**src/rtl/microcode_sequencer.sv**
```systemverilog
// Programmable microcode sequencer: a writable dispatch table maps
// {class, sub-opcode} to an entry micro-PC, then consecutive microwords are
// issued one per cycle until an END word retires. WAIT words stall on ext_done.
module microcode_sequencer #(
    parameter int UCODE_WIDTH = 64,
    parameter int UADDR_WIDTH = 6,
    parameter int CLASS_WIDTH = 3,
    parameter int PROG_AW     = 7
) (
    input  logic                   clk,
    input  logic                   rst_n,
    input  logic                   inst_valid,
    output logic                   inst_ready,
    input  logic [CLASS_WIDTH-1:0] inst_class,
    input  logic [3:0]             inst_sub,
    output logic                   ctrl_valid,
    output logic [UCODE_WIDTH-3:0] ctrl_word,
    output logic [UADDR_WIDTH-1:0] upc,
    input  logic                   ext_done,
    input  logic                   abort,
    output logic                   seq_done,
    output logic                   seq_err,
    input  logic                   prog_we,
    input  logic                   prog_sel,
    input  logic [PROG_AW-1:0]     prog_addr,
    input  logic [UCODE_WIDTH-1:0] prog_data
);

    localparam int DEPTH      = 2 ** UADDR_WIDTH;
    localparam int DISP_AW    = CLASS_WIDTH + 4;
    localparam int DISP_DEPTH = 2 ** DISP_AW;

    typedef enum logic [1:0] {
        ST_IDLE = 2'd0,
        ST_RUN  = 2'd1,
        ST_HOLD = 2'd2
    } state_t;

    state_t                 state_q, state_d;
    logic [UADDR_WIDTH-1:0] upc_q, upc_d;

    // Contents are deliberately left unreset; software programs them first.
    logic [UCODE_WIDTH-1:0] ustore_mem   [DEPTH];
    logic [UADDR_WIDTH-1:0] dispatch_mem [DISP_DEPTH];

    logic [UCODE_WIDTH-1:0] cur_word_s;
    logic                   word_end_s;
    logic                   word_wait_s;
    logic                   accept_s;
    logic                   prog_wr_s;

    assign cur_word_s  = ustore_mem[upc_q];
    assign word_end_s  = cur_word_s[UCODE_WIDTH-1];
    assign word_wait_s = cur_word_s[UCODE_WIDTH-2];
    assign upc         = upc_q;

    // Next-state, micro-PC advance and per-cycle outputs.
    always_comb begin
        state_d    = state_q;
        upc_d      = upc_q;
        inst_ready = 1'b0;
        ctrl_valid = 1'b0;
        ctrl_word  = '0;
        seq_done   = 1'b0;
        seq_err    = 1'b0;
        accept_s   = 1'b0;
        case (state_q)
            ST_IDLE: begin
                inst_ready = 1'b1;
                if (inst_valid) begin
                    accept_s = 1'b1;
                    upc_d    = dispatch_mem[{inst_class, inst_sub}];
                    state_d  = ST_RUN;
                end else begin
                    state_d  = ST_IDLE;
                end
            end
            ST_RUN, ST_HOLD: begin
                ctrl_valid = 1'b1;
                ctrl_word  = cur_word_s[UCODE_WIDTH-3:0];
                if (abort) begin
                    // Word is still visible this cycle, but its retirement is killed.
                    state_d = ST_IDLE;
                end else if (word_wait_s && !ext_done) begin
                    state_d = ST_HOLD;
                end else if (word_end_s) begin
                    seq_done = 1'b1;
                    state_d  = ST_IDLE;
                end else if (upc_q == {UADDR_WIDTH{1'b1}}) begin
                    // No wrap: running off the store is an error, not a loop.
                    seq_err = 1'b1;
                    state_d = ST_IDLE;
                end else begin
                    upc_d   = upc_q + UADDR_WIDTH'(1);
                    state_d = ST_RUN;
                end
            end
            default: begin
                state_d = ST_IDLE;
            end
        endcase
    end

    // Writes only land while idle and not colliding with an accept.
    assign prog_wr_s = rst_n & prog_we & (state_q == ST_IDLE) & ~accept_s;

    // State and micro-PC registers with synchronous active-low reset.
    always_ff @(posedge clk) begin
        if (!rst_n) begin
            state_q <= ST_IDLE;
            upc_q   <= '0;
        end else begin
            state_q <= state_d;
            upc_q   <= upc_d;
        end
    end

    // Microcode store and dispatch table write port.
    always_ff @(posedge clk) begin
        if (prog_wr_s) begin
            if (prog_sel) begin
                dispatch_mem[prog_addr[DISP_AW-1:0]] <= prog_data[UADDR_WIDTH-1:0];
            end else begin
                ustore_mem[prog_addr[UADDR_WIDTH-1:0]] <= prog_data;
            end
        end
    end

endmodule

```
**config.mk**
```make
export PLATFORM = sky130hd
export DESIGN_NAME = microcode_sequencer
export DESIGN_NICKNAME = d
export VERILOG_FILES = /design/src/rtl/microcode_sequencer.sv
export SDC_FILE = /design/constraint.sdc
export NUM_CORES = 2
export LEC_CHECK = 0
export BUFFER_PORTS_ARGS = -buffer_cell sky130_fd_sc_hd__buf_4
export CORE_MARGIN = 2
export CORE_UTILIZATION = 56
export DETAILED_ROUTE_END_ITERATION = 8
export PLACE_DENSITY = 0.75
export SLEW_MARGIN = 25
export SYNTH_ARGS = -nofsm -noshare
export SYNTH_HDL_FRONTEND = slang
export SYNTH_MEMORY_MAX_BITS = 65536
export SYNTH_SLANG_ARGS = --single-unit
```
**constraint.sdc**
```tcl
create_clock -name clk -period 5.4 [get_ports clk]
set_input_delay 0.27 -clock clk [delete_from_list [all_inputs] [get_ports clk]]
set_output_delay 0.27 -clock clk [all_outputs]
set_load 0.01 [all_outputs]
```
==> key figures <==
Run status
  – Result of the run: complete, no violations

Min path
  – Worst min path class: in2reg

CTS
  – Post_cts resized: 0
  – Hold buffer count at CTS: 75
  – Number of buffers on the longest clock path: 4
  – Number of sinks handled by clock tree synthesis: between 4000 and 5000
  – TritonCTS clock tree: yes
  – Level count of the clock H-tree: 5
  – Clock input transition at the sequential cells of the worst setup and hold paths: 0.06 ns
  – Buffers inserted by post-CTS timing repair: 0
  – Clock tree root driver cell: sky130_fd_sc_hd__clkbuf_16
  – Clock latency on the worst-skew pair: around 0.99 ns
  – CTS buffer count: approximately 450

STA
  – Fin. Hold Viols: 0
  – Minimum clock period after layout: a little over 5 ns
  – Achievable clock frequency: a little under 200 MHz
  – Share of the clock period used by the worst path after layout: just under 100%
  – Slew at the pin closest to its max-slew limit: 1.155 ns
  – RSZ-0062 raised after global routing: no
  – Final setup violation count: 0
  – Max transition margin: between 20% and 30%
  – Skew final: roughly 0.053 ns
  – Final number of max-transition violations: 0

GRT
  – GRT Total Usage: 29.84%
  – Remaining global-route overflow: 0
  – Antenna violations before repair: 24
  – Wire length of the first global-routing pass: 702.6 mm
  – Maximum number of pins on one net before global-route repair: about 120
  – Vias in the first global route: approximately 91000

Power and ir drop
  – Leakage power: roughly 63 nW
  – Internal portion of total power: between 60 and 70 mW
  – Pwr per Cell Area: 386.6 nW/um^2
  – Reg power frac: between 50 and 60%
  – Total net switching power: approximately 18 mW
  – Total power: a little over 80 mW
  – Part of the total power dissipated in the clock network: between 30% and 40%
  – Share of power burned in combinational logic: 8.8%
  – Worst ir drop on vdd: 0.3647 mV
  – Share of total power consumed by net switching: approximately 22%

Synthesis
  – Async S/R FF share, synth: 0%
  – Synthesized netlist cell count: 7469
  – Per-instance average area after synthesis: 24.95 sq um
  – Post-synthesis register bit count: 4878
  – Number of warnings printed during yosys synthesis: 0
  – Number of nets in the synthesized netlist: approximately 7600
  – Synth top area cells: sky130_fd_sc_hd__edfxtp_1 78%, sky130_fd_sc_hd__mux4_2 18%, sky130_fd_sc_hd__buf_2 0.45%
  – Share of synthesized area occupied by flip-flops and latches: just under 80%
  – Top-area cell type share of the netlist area: a little under 80%
  – EDFF count, synth: ~5000
  – Synth unique cells: 53
  – Area of the mapped netlist: ~190000 sq um
  – Biggest area consumer among synthesized cells: sky130_fd_sc_hd__edfxtp_1
  – Dominant register cell in the synthesized netlist: sky130_fd_sc_hd__edfxtp_1

Placement
  – Final weighted congestion in routability-driven placement: about 0.85
  – Detailed-placement wirelength estimate: about 230 mm
  – Area post-placement: between 150000 and 200000 sq um
  – Count of input and output buffers: 156

Floorplan
  – Die Y-Extent: about 580 um
  – Horizontal extent of the die: a little under 600 um
  – Core area: ~330000 sq um
  – Ports: 157
  – Initial core utilization: 56.34%
  – Area of the die: roughly 340000 sq um
  – Row Count: roughly 210

Detailed routing
  – Wl on met1: approximately 170 mm
  – Met2 layer wire length in the routed design: about 250 mm
  – DR WL/cell: 39.52 um
  – Pre-antenna DRT Iters: 6
  – Vias per cell: between 7 and 8
  – Met3 WL: 60.98 mm
  – Antenna violation net count after detailed routing: 0
  – Violation count after the first detailed-routing iteration: roughly 15000
  – Post-Route WL: slightly above 500 mm
  – Residual DRC: 0
  – Number of vias in the routed layout: slightly above 90000
  – Top sig layer: met5

Critical path
  – Critical path required time: between 5 and 6 ns
  – Worst path arrival time: approximately 4.9 ns
  – Type of destination of the critical path: output pin
  – Class of the most critical setup path: reg2out
  – Worst-path maximum fanout: 92
  – Critical Path Start Type: flop

Run
  – Reported max-cap violation count: 0

Cells and area
  – Area delta synth->final: 13.19%
  – Commonest cells after routing, fill and taps aside: 4864 x sky130_fd_sc_hd__edfxtp_1, 1524 x sky130_fd_sc_hd__mux4_2, 457 x sky130_fd_sc_hd__clkbuf_16
  – Ratio of cells with drive above 1 in the final layout: 31.94%
  – Final net count: approximately 8100
  – Total non-filler cell area in the finished layout: ~210000 sq um
  – Most frequent standard cell in the layout excluding fill and tap cells: sky130_fd_sc_hd__edfxtp_1
-- per-stage QoR --
step                      utilization, %  hold slack (ns)  worst slack [ns]  instances  TNS (ns)
after floorplan                        -           0.3475           -0.5774       7469   -110.81
after global placement             58.94           0.5421             1.240      11820         0
after detailed placement           58.99           0.5622             1.232      11830         0
after CTS                          63.75          0.04278            0.1722      12750         0
after global routing               63.77          0.09091            0.1702      12750         0
final                              63.77           0.1086            0.2142      12760         0
-- logic make-up after synthesis --
| logic type | after synthesis | synth area share [%] |
|---|---|---|
| buffers and inverters | 405 | 0.9580 |
| DFF | 4878 | 78.52 |
| muxes | 1611 | 18.90 |
| and+or+nand+nor | 462 | 1.170 |
| adders and majority gates | 3 | 0.02014 |
| AOI/OAI and AO/OA | 110 | 0.4283 |
-- power by group through the flow --
| stage | sequential (mW) | clock, mW | combinational [mW] |
|---|---|---|---|
| final | 41.8 | 32.6 | 7.18 |
| after global routing | 41.8 | 34.1 | 7.50 |
| after CTS | 41.8 | 32.8 | 7.19 |
| after detailed placement | 42.6 | 0 | 6.99 |
| after global placement | 42.6 | 0 | 6.86 |
| after floorplan | 42.5 | 0 | 4.75 |
-- critical path: stages (launching register included) --
cell and delay, ns:
sky130_fd_sc_hd__dfxtp_4 1.05, sky130_fd_sc_hd__buf_12 0.39, sky130_fd_sc_hd__buf_12 0.44, sky130_fd_sc_hd__mux4_2 0.43, sky130_fd_sc_hd__mux4_2 0.50, sky130_fd_sc_hd__mux4_2 0.48, sky130_fd_sc_hd__and2_1 0.26, sky130_fd_sc_hd__buf_4 0.18
-- final timing paths --
path,start,end,slack [ns],depth (start not counted)
setup / recovery,flop,ctrl_word[39],0.21,7
hold / removal,prog_addr[2],ustore_mem[8][0],0.11,3
setup reg to reg,flop,flop,0.68,9
hold reg to reg,state_q[1],state_q[0],0.57,2
-- registers in the layout, summed over array words and instances (netlist names), named ones only --
register,count
dispatch_mem,768
state_q,2
upc,6
ustore_mem,4096
-- final cells by class --
class | count | area [sq um]
Sequential cell | 4878 | 146400
Fill cell | 20230 | 119800
Multi-Input combinational cell | 2186 | 38730
Clock buffer | 531 | 11710
Tap cell | 4366 | 5463
Timing Repair Buffer | 468 | 5348
Clock inverter | 309 | 3283
Inverter | 9 | 33.78
Antenna cell | 10 | 25.02
-- cells in the mapped netlist, drive strengths merged, types with 6 or more instances --
library cell,n
edfxtp,4864
mux4,1524
buf,213
nor2,209
clkbuf,183
nand2,74
and2,67
mux2i,62
nand3,30
mux2,25
o21ai,22
a22oi,18
dfxtp,14
nor3,12
a2111oi,11
a21oi,11
nor2b,11
nand2b,10
nand3b,10
inv,9
nand4,9
a21boi,8
o2111ai,6
-- per-layer routing --
layer	track usage (%)	vias to the layer above
li1	-	33540
met4	11.47	10
met3	6.236	1189
met1	40.76	48480
met2	47.99	7296
met5	0	-
No activity file was read; power rests on OpenSTA's default activity.
